## src/rtl/ipa_burst_scheduler.sv

```systemverilog
// ipa_burst_scheduler
// Round-robin, burst-granular scheduler that shares the downstream pixel FIFO
// write port between two slave pixel sources. A slave is granted for
// BURST_LEN accepted beats. Each accepted beat is registered onto the slvx_*
// bus one cycle later. FIFO backpressure stalls the burst, and master-complete
// aborts the burst and holds off all grants.
//
// Optional feature, controlled by the macro ARB_TIMEOUT_EN:
//   When the macro is defined, a granted slave that stays idle for TIMEOUT
//   consecutive cycles loses its grant, and o_timeout_abort pulses.
//   When the macro is undefined, a grant is held until BURST_LEN beats transfer.

module ipa_burst_scheduler #(
  parameter int DW        = 32,
  parameter int BURST_LEN = 16,
  parameter int TIMEOUT   = 64
) (
  input  logic          i_clk,
  input  logic          i_rst,
  input  logic          i_slv0_data_valid,
  input  logic [1:0]    i_slv0_mode,
  input  logic [7:0]    i_slv0_proc_val,
  input  logic [DW-1:0] i_slv0_data,
  output logic          o_slv0_ready,
  input  logic          i_slv1_data_valid,
  input  logic [1:0]    i_slv1_mode,
  input  logic [7:0]    i_slv1_proc_val,
  input  logic [DW-1:0] i_slv1_data,
  output logic          o_slv1_ready,
  input  logic          i_fifo_full,
  input  logic          i_mstr_cmplt,
  output logic          o_slvx_data_valid,
  output logic [1:0]    o_slvx_mode,
  output logic [7:0]    o_slvx_proc_val,
  output logic [DW-1:0] o_slvx_data,
  output logic          o_slvx_src,
  output logic [1:0]    o_grant,
`ifdef ARB_TIMEOUT_EN
  output logic          o_timeout_abort,
`endif
  output logic          o_burst_done
);

  // Both limits are held in 8-bit counters, so they must lie in 1..255.
  if (BURST_LEN < 1 || BURST_LEN > 255 || TIMEOUT < 1 || TIMEOUT > 255) begin : g_badParams
    $error("ipa_burst_scheduler: BURST_LEN and TIMEOUT must be in 1..255");
  end

  localparam logic [7:0] LAST_BEAT = 8'(BURST_LEN - 1);

  typedef enum logic [1:0] {
    IDLE = 2'd0,
    GNT0 = 2'd1,
    GNT1 = 2'd2
  } state_t;

  state_t      r_state;
  state_t      w_nextState;
  logic [7:0]  r_beatCnt;
  logic        r_lastServed;

  logic        w_xfer0;
  logic        w_xfer1;
  logic        w_xfer;
  logic        w_xferSrc;
  logic        w_burstEnd;
  logic        w_ownerSrc;
  logic        w_abortBurst;

  // Round-robin pick. When both slaves request, the one that was not served last wins.
  function automatic state_t arbitrate(input logic v0, input logic v1, input logic lastSrv);
    state_t pick;
    pick = IDLE;
    if (v0 && v1) begin
      pick = lastSrv ? GNT0 : GNT1;
    end else if (v0) begin
      pick = GNT0;
    end else if (v1) begin
      pick = GNT1;
    end
    return pick;
  endfunction

  // The ready path is purely combinational, so a stall takes effect in the same cycle.
  always_comb begin
    o_slv0_ready = (r_state == GNT0) & ~i_fifo_full & ~i_mstr_cmplt;
    o_slv1_ready = (r_state == GNT1) & ~i_fifo_full & ~i_mstr_cmplt;
    o_grant      = {r_state == GNT1, r_state == GNT0};
    w_xfer0      = i_slv0_data_valid & o_slv0_ready;
    w_xfer1      = i_slv1_data_valid & o_slv1_ready;
    w_xfer       = w_xfer0 | w_xfer1;
    w_xferSrc    = w_xfer1;
    w_ownerSrc   = (r_state == GNT1);
    w_burstEnd   = w_xfer & (r_beatCnt == LAST_BEAT);
  end

`ifdef ARB_TIMEOUT_EN
  localparam logic [7:0] TIMEOUT_LAST = 8'(TIMEOUT - 1);

  logic [7:0] r_idleCnt;
  logic       w_idleCycle;
  logic       r_timeoutAbort;

  // A granted owner is idle when it has nothing to offer and the FIFO is not blocking it.
  always_comb begin
    w_idleCycle  = (((r_state == GNT0) & ~i_slv0_data_valid) |
                    ((r_state == GNT1) & ~i_slv1_data_valid)) & ~i_fifo_full;
    w_abortBurst = w_idleCycle & ~i_mstr_cmplt & (r_idleCnt == TIMEOUT_LAST);
  end

  // The idle run length restarts on any transfer, grant change or non-idle cycle.
  always_ff @(posedge i_clk) begin
    if (i_rst) begin
      r_idleCnt      <= 8'd0;
      r_timeoutAbort <= 1'b0;
    end else begin
      r_timeoutAbort <= w_abortBurst;
      if (!w_idleCycle || w_xfer || (w_nextState != r_state)) begin
        r_idleCnt <= 8'd0;
      end else begin
        r_idleCnt <= r_idleCnt + 8'd1;
      end
    end
  end

  assign o_timeout_abort = r_timeoutAbort;
`else
  assign w_abortBurst = 1'b0;
`endif

  // Next-state selection. Master-complete overrides everything, and burst end re-arbitrates with no bubble.
  always_comb begin
    w_nextState = r_state;
    if (i_mstr_cmplt) begin
      w_nextState = IDLE;
    end else begin
      unique case (r_state)
        IDLE: w_nextState = arbitrate(i_slv0_data_valid, i_slv1_data_valid, r_lastServed);
        GNT0, GNT1: begin
          if (w_burstEnd || w_abortBurst) begin
            w_nextState = arbitrate(i_slv0_data_valid, i_slv1_data_valid, w_ownerSrc);
          end
        end
        default: w_nextState = IDLE;
      endcase
    end
  end

  // State register.
  always_ff @(posedge i_clk) begin
    if (i_rst) begin
      r_state <= IDLE;
    end else begin
      r_state <= w_nextState;
    end
  end

  // Beat counter and round-robin history. An abort clears the count but leaves the history alone.
  always_ff @(posedge i_clk) begin
    if (i_rst) begin
      r_beatCnt    <= 8'd0;
      r_lastServed <= 1'b1;
    end else if (i_mstr_cmplt) begin
      r_beatCnt <= 8'd0;
    end else if (w_burstEnd || w_abortBurst) begin
      r_beatCnt    <= 8'd0;
      r_lastServed <= w_ownerSrc;
    end else if (w_xfer) begin
      r_beatCnt <= r_beatCnt + 8'd1;
    end
  end

  // Output beat register. Payload fields hold between beats, and only the valid and done flags drop.
  always_ff @(posedge i_clk) begin
    if (i_rst) begin
      o_slvx_data_valid <= 1'b0;
      o_slvx_mode       <= 2'd0;
      o_slvx_proc_val   <= 8'd0;
      o_slvx_data       <= '0;
      o_slvx_src        <= 1'b0;
      o_burst_done      <= 1'b0;
    end else begin
      o_slvx_data_valid <= w_xfer;
      o_burst_done      <= w_burstEnd;
      if (w_xfer) begin
        o_slvx_src      <= w_xferSrc;
        o_slvx_mode     <= w_xferSrc ? i_slv1_mode     : i_slv0_mode;
        o_slvx_proc_val <= w_xferSrc ? i_slv1_proc_val : i_slv0_proc_val;
        o_slvx_data     <= w_xferSrc ? i_slv1_data     : i_slv0_data;
      end
    end
  end

endmodule

```

## config.mk

```make
export PLATFORM = sky130hd
export DESIGN_NAME = ipa_burst_scheduler
export DESIGN_NICKNAME = d
export VERILOG_FILES = /design/src/rtl/ipa_burst_scheduler.sv
export SDC_FILE = /design/constraint.sdc
export NUM_CORES = 1
export LEC_CHECK = 0
export ABC_AREA = 1
export CAP_MARGIN = 40
export CORE_AREA = 2 2 93 77
export DETAILED_ROUTE_END_ITERATION = 8
export DIE_AREA = 0 0 95 79
export PLACE_DENSITY = 0.85
export SYNTH_ARGS = -nofsm -noshare
export SYNTH_HDL_FRONTEND = slang
export SYNTH_SLANG_ARGS = --single-unit
export TNS_END_PERCENT = 30
```

## constraint.sdc

```tcl
create_clock -name i_clk -period 4 [get_ports i_clk]
set_clock_uncertainty 0.2 [all_clocks]
set_input_delay 0.8 -clock i_clk [delete_from_list [all_inputs] [get_ports i_clk]]
set_output_delay 0.8 -clock i_clk [all_outputs]
set_load 0.02 [all_outputs]
```

==> results of run 1 <==
per-stage QoR:
stage          hold slack, ns  power (W)  cells  area (um2)  worst slack (ns)
3_3_place_gp            0.254   0.000806    593        4170             0.898
4_1_cts                 0.273    0.00113    601        4270             0.876
6_report                0.271    0.00111    601        4270             0.876
2_1_floorplan           0.257   0.000679    386        2810              1.70
5_1_grt                 0.312    0.00117    601        4270             0.837
3_5_place_dp            0.260   0.000811    593        4170             0.875
flip-flops by register name, summed over array words and instances, names as in the netlist:
name / cells
o_burst_done: 1
o_slvx_data: 32
o_slvx_data_valid: 1
o_slvx_mode: 2
o_slvx_proc_val: 8
o_slvx_src: 1
r_beatCnt: 8
r_lastServed: 1
r_state: 2
where the power goes:
group	total, W	switching [W]	leakage, nW	internal (W)
logic	0.000219	0.0000927	1.05	0.000126
registers	0.000580	0.00000801	0.452	0.000572
clock network	0.000315	0.000174	0.0445	0.000141
total	0.00111	0.000275	1.55	0.000839
cell usage in the layout (no fill, tap or decap), types with 3 or more instances in the layout:
cell	instances
clkdlybuf4s50_1	138
buf_4	5
o21ai_1	13
nand4_1	3
nand2_2	3
nor2_1	37
inv_1	19
or2_2	6
nand2_1	100
o21ai_0	43
clkbuf_8	6
a21oi_2	24
nand3_1	18
dfxtp_1	56
ha_1	5
a21oi_1	22
worst reg2reg max path, stage by stage, from the launching register on:
cell and delay (ns):
dfxtp_1 0.38, inv_1 0.10, ha_1 0.27, nand4_2 0.14, clkinv_1 0.40, buf_4 0.40
nand2_1 0.11, nand2_1 0.05, a21oi_1 0.12, nor2_1 0.05
how the worst max path moves through the flow:
stage                              end  cells past startpoint
after floorplan           o_slv1_ready                      1
after global placement    o_slv0_ready                      5
after detailed placement  o_slv0_ready                      5
after CTS                 o_slv0_ready                      5
after global routing      o_slv0_ready                      5
final                     o_slv0_ready                      5
synthesized netlist by cell type:
library cell,instances,area [um2]
a21oi_1,22,110
a21oi_2,24,210
buf_2,7,35.0
buf_4,3,22.5
buf_6,6,67.6
buf_8,1,15.0
clkbuf_1,5,18.8
clkbuf_2,1,5.00
clkinv_1,1,3.75
dfxtp_1,56,1120
ha_1,5,62.6
inv_1,19,71.3
inv_2,2,7.51
nand2_1,100,375
nand2_2,3,18.8
nand2_4,1,11.3
nand3_1,18,90.1
nand3b_1,1,7.51
nand4_1,3,18.8
nand4_2,1,12.5
nand4_4,1,21.3
nor2_1,37,139
nor3_1,2,10.0
o211ai_1,1,7.51
o21ai_0,43,215
o21ai_1,13,65.1
or2_1,2,12.5
or2_2,6,37.5
xnor2_1,1,8.76
xor2_1,1,8.76
layout make-up:
| class | instances | area, um2 | share of cell area |
|---|---|---|---|
| clock inverters | 1 | 7.51 | 0.00176 |
| repair buffers | 143 | 1420 | 0.332 |
| flip-flops and latches | 56 | 1120 | 0.263 |
| clock buffers | 7 | 86.3 | 0.0202 |
| inverters | 22 | 82.6 | 0.0193 |
| multi-input cells | 285 | 1440 | 0.338 |
| well taps | 87 | 109 | 0.0255 |
logic make-up after synthesis:
| logic type | after synthesis | synth area share |
|---|---|---|
| xor gates and xnor gates | 2 | 0.00623 |
| and+or+nand+nor | 175 | 0.268 |
| buffers and inverters | 45 | 0.0877 |
| DFF | 56 | 0.399 |
| AOI/OAI and AO/OA | 103 | 0.216 |
| adders and majority gates | 5 | 0.0223 |
metal layers:
metal  vias to the layer above  wire length (um)  global-route usage
met1                      1304              3390               0.241
met5                         -                 0                   0
met2                       105              3660               0.392
met3                        12               579              0.0560
met4                         0               135              0.0536
li1                       1507                 -                   -
==> impl_metrics.json, run 1 <==
{
  "die_y_um": 79,
  "via_per_inst": 4.87,
  "hold_viol": 0,
  "cts_buffer_depth": 2,
  "wire_per_inst_um": 12.9,
  "outcome": "finished clean",
  "numCtsBuffers": 5,
  "dieWidth_um": 95,
  "synth_area_um2": 2810,
  "rsz0062_at_grt": "false",
  "slew_headroom": 0.593,
  "path_clk_slew_ns": 0.09,
  "port-buffer-count": 138,
  "cp_top_family": "buffers and inverters",
  "wl_mm": 7.77,
  "r2r_slack_ns": 1.70,
  "numClockSinks": 56,
  "slowest_delay_ns": 0.60,
  "setup_violations": 0,
  "cts.root.buffer_cell": "clkbuf_8",
  "ys_warn_count": 0,
  "worst_r2r_endpoint": "o_slvx_data[11]",
  "antenna_left": 0,
  "crit_required_ns": 3.00,
  "ir_drop_uv": 141,
  "io_pins": 139,
  "cp_num_buf_inv": 3,
  "clk_latency_ns": 0.30,
  "crit_top_cell": "clkdlybuf4s50_1",
  "initial_core_util": 0.422,
  "grt_usage": 0.212,
  "postSynthAreaPerCell_um2": 7.28,
  "antenna_cells": 0,
  "grt_pass1_wl_mm": 12.7,
  "min_path_cells": 2,
  "holdCritStartpoint": "o_slvx_src",
  "timing.rr.start": "r_state[0]",
  "die_area_um2": 7510,
  "nFillCells": 565,
  "drt_iter0_drc": 103,
  "area_delta_synth_final_pct": 51.9,
  "slowest_stage": "clkdlybuf4s50_1",
  "crit_start": "i_mstr_cmplt",
  "crit_path_end_kind": "output pin",
  "critical_path_class": "primary input to output pin",
  "tightest_slew_ns": 0.610,
  "ys_ff_latch": 56,
  "num-nets-final": 608,
  "post_cts_buffers": 0,
  "slew_viol_final": 0,
  "antenna_found_initial": 0,
  "cts_htree_levels": 2,
  "worstHoldPathType": "register to register",
  "core_um2": 6660,
  "drcViolationCount": 0,
  "clock.fmax_mhz": 320,
  "worstPathCellList": "clkdlybuf4s50_1 -> inv_2 -> nand2_1 -> nor2_1 -> clkdlybuf4s50_1",
  "fin_util": 0.641,
  "yosysSeqAreaShare": 0.399,
  "overflow": 0,
  "cts_hold_buffers": 0,
  "cts-resized-gates": 0,
  "num_rows": 27,
  "cts_tree": "yes",
  "p_leak_nw": 1.55,
  "start_kind": "primary input",
  "arrival_ns": 2.12,
  "min_period_over_period": 0.781,
  "syn-num-nets": 481,
  "cp_max_fo": 3,
  "hpwl_mm": 5.70,
  "maxCapViolCount": 0,
  "p_per_area_nw_per_um2": 261,
  "min_to": "o_slvx_src",
  "period_minus_slack_ns": 3.12,
  "synthCells": 386,
  "place.gp.congestion": 0.798,
  "dr.pass1.iters": 4,
  "synth_cell_types": 30,
  "fin_tns_setup_ns": 0,
  "grt_pass1_vias": 2843,
  "dr_total_vias": 2928,
  "ff2ff_path_depth": 9,
  "drive_gt1_frac": 0.0973,
  "grt_max_degree": 50
}
(Power assumes the default switching activity.)
==> run 2, diff against run 1 <==
- CORE_AREA: 2 2 93 77 -> 2 2 96 80
- DIE_AREA: 0 0 95 79 -> 0 0 98 82
- PLACE_DENSITY: 0.85 -> 0.79
- clock period: 4 -> 3.21 ns (I/O delays scaled with it)
==> impl_metrics.json, run 2 (synthesized netlist as in run 1, its figures left out) <==
{
  "rsz0062_at_grt": "false",
  "combPwrFrac": 0.187,
  "outcome": "finished clean",
  "min_period_over_period": 0.893,
  "cts_buffer_depth": 2,
  "ff2ff_path_depth": 8,
  "power.net_switching_w": 0.000351,
  "wl_mm": 8.03,
  "clkPwrFrac": 0.325,
  "largest_reg_flops": 32,
  "crit_required_ns": 2.37,
  "p_sw_frac": 0.237,
  "num-nets-final": 610,
  "tightest_slew_ns": 0.798,
  "grt_max_degree": 44,
  "antenna_cells": 0,
  "die_area_um2": 8040,
  "cp_max_fo": 3,
  "grt_usage": 0.201,
  "period_minus_slack_ns": 2.87,
  "post_cts_buffers": 0,
  "grt_pass1_vias": 2809,
  "cts.root.buffer_cell": "clkbuf_8",
  "critical_path_class": "primary input to output pin",
  "timing.rr.start": "r_state[0]",
  "drcViolationCount": 0,
  "seqPwrFrac": 0.488,
  "numCtsBuffers": 5,
  "wire_per_inst_um": 13.2,
  "area_delta_synth_final_pct": 54.4,
  "ir_drop_uv": 282,
  "maxCapViolCount": 0,
  "arrival_ns": 2.02,
  "crit_start": "i_fifo_full",
  "p_per_area_nw_per_um2": 341,
  "setup_violations": 0,
  "crit_path_end": "o_slv1_ready",
  "port-buffer-count": 138,
  "numClockSinks": 56,
  "clk_latency_ns": 0.31,
  "hold_viol": 0,
  "top_regs": "o_slvx_data: 32 flops, o_slvx_proc_val: 8 flops, r_beatCnt: 8 flops",
  "grt_pass1_wl_mm": 13.1,
  "drive_gt1_frac": 0.103,
  "worst_r2r_endpoint": "r_beatCnt[3]",
  "num_rows": 28,
  "p_leak_nw": 1.58,
  "overflow": 0,
  "cts_hold_buffers": 0,
  "io_pins": 139,
  "cts_tree": "yes",
  "layout.cells.most_common": "clkdlybuf4s50_1",
  "fin_tns_setup_ns": 0,
  "slew_viol_final": 0,
  "via_per_inst": 4.86,
  "worstHoldPathType": "register to register",
  "dieWidth_um": 98,
  "holdCritStartpoint": "o_slvx_src",
  "place.gp.congestion": 0.784,
  "largest-register": "o_slvx_data",
  "slew_headroom": 0.467,
  "total_power_w": 0.00148,
  "cts_htree_levels": 2,
  "layout_common_cells": "clkdlybuf4s50_1 (138), nand2_1 (100), dfxtp_1 (56), o21ai_0 (43), nor2_1 (37)",
  "core_um2": 7110,
  "dr_total_vias": 2944,
  "start_kind": "primary input",
  "cts-resized-gates": 0,
  "dr.pass1.iters": 4,
  "crit_path_end_kind": "output pin",
  "clock.fmax_mhz": 349,
  "drt_iter0_drc": 96,
  "path_clk_slew_ns": 0.09,
  "hpwl_mm": 6.07,
  "antenna_left": 0,
  "die_y_um": 82,
  "antenna_found_initial": 0,
  "r2r_slack_ns": 1.00,
  "initial_core_util": 0.395,
  "p_int_w": 0.00113
}
==> run 2: power groups by stage <==
stage | logic [W] | clock network [W] | registers (W)
after floorplan | 0.0000893 | 0 | 0.000757
after global placement | 0.000272 | 0 | 0.000738
after detailed placement | 0.000278 | 0 | 0.000739
after CTS | 0.000279 | 0.000496 | 0.000723
after global routing | 0.000299 | 0.000529 | 0.000726
final | 0.000277 | 0.000480 | 0.000723
==> run 2: worst min path at each step <==
stage | cells after the start | slack [ns] | to
5_1_grt | 2 | 0.30 | o_slvx_src
4_1_cts | 2 | 0.27 | o_slvx_src
2_1_floorplan | 2 | 0.26 | r_beatCnt[7]
6_report | 2 | 0.27 | o_slvx_src
3_5_place_dp | 2 | 0.26 | o_slvx_src
3_3_place_gp | 2 | 0.25 | o_slvx_src
==> run 2: metal layers <==
| layer | vias up | track usage | wire length (um) | part of all wire |
|---|---|---|---|---|
| met5 | - | 0 | 0 | 0 |
| met4 | 0 | 0.0417 | 68 | 0.0085 |
| met3 | 6 | 0.0706 | 669 | 0.083 |
| met2 | 104 | 0.366 | 3890 | 0.49 |
| met1 | 1317 | 0.230 | 3390 | 0.42 |
| li1 | 1517 | - | - | - |
==> run 2: per-stage QoR <==
step           instance area (um2)  hold slack (ns)   util  worst slack (ns)  cells
2_1_floorplan                 2810            0.257      -              1.23    386
3_5_place_dp                  4220            0.255  0.593             0.357    598
5_1_grt                       4340            0.299  0.610             0.352    606
4_1_cts                       4340            0.271  0.610             0.355    606
6_report                      4340            0.266  0.610             0.343    606
3_3_place_gp                  4220            0.253  0.593             0.428    598
==> run 2: area by class of cell <==
type	instances	area [um2]
clock buffers	6	82.6
clock inverters	2	38.8
fillers	663	2770
inverters	22	82.6
multi-input cells	285	1440
flip-flops and latches	56	1120
well taps	90	113
repair buffers	145	1460
==> run 2: critical path, stage by stage <==
cell and delay (ns):
clkdlybuf4s50_1 0.46, nor3_1 0.25, clkdlybuf4s50_1 0.67
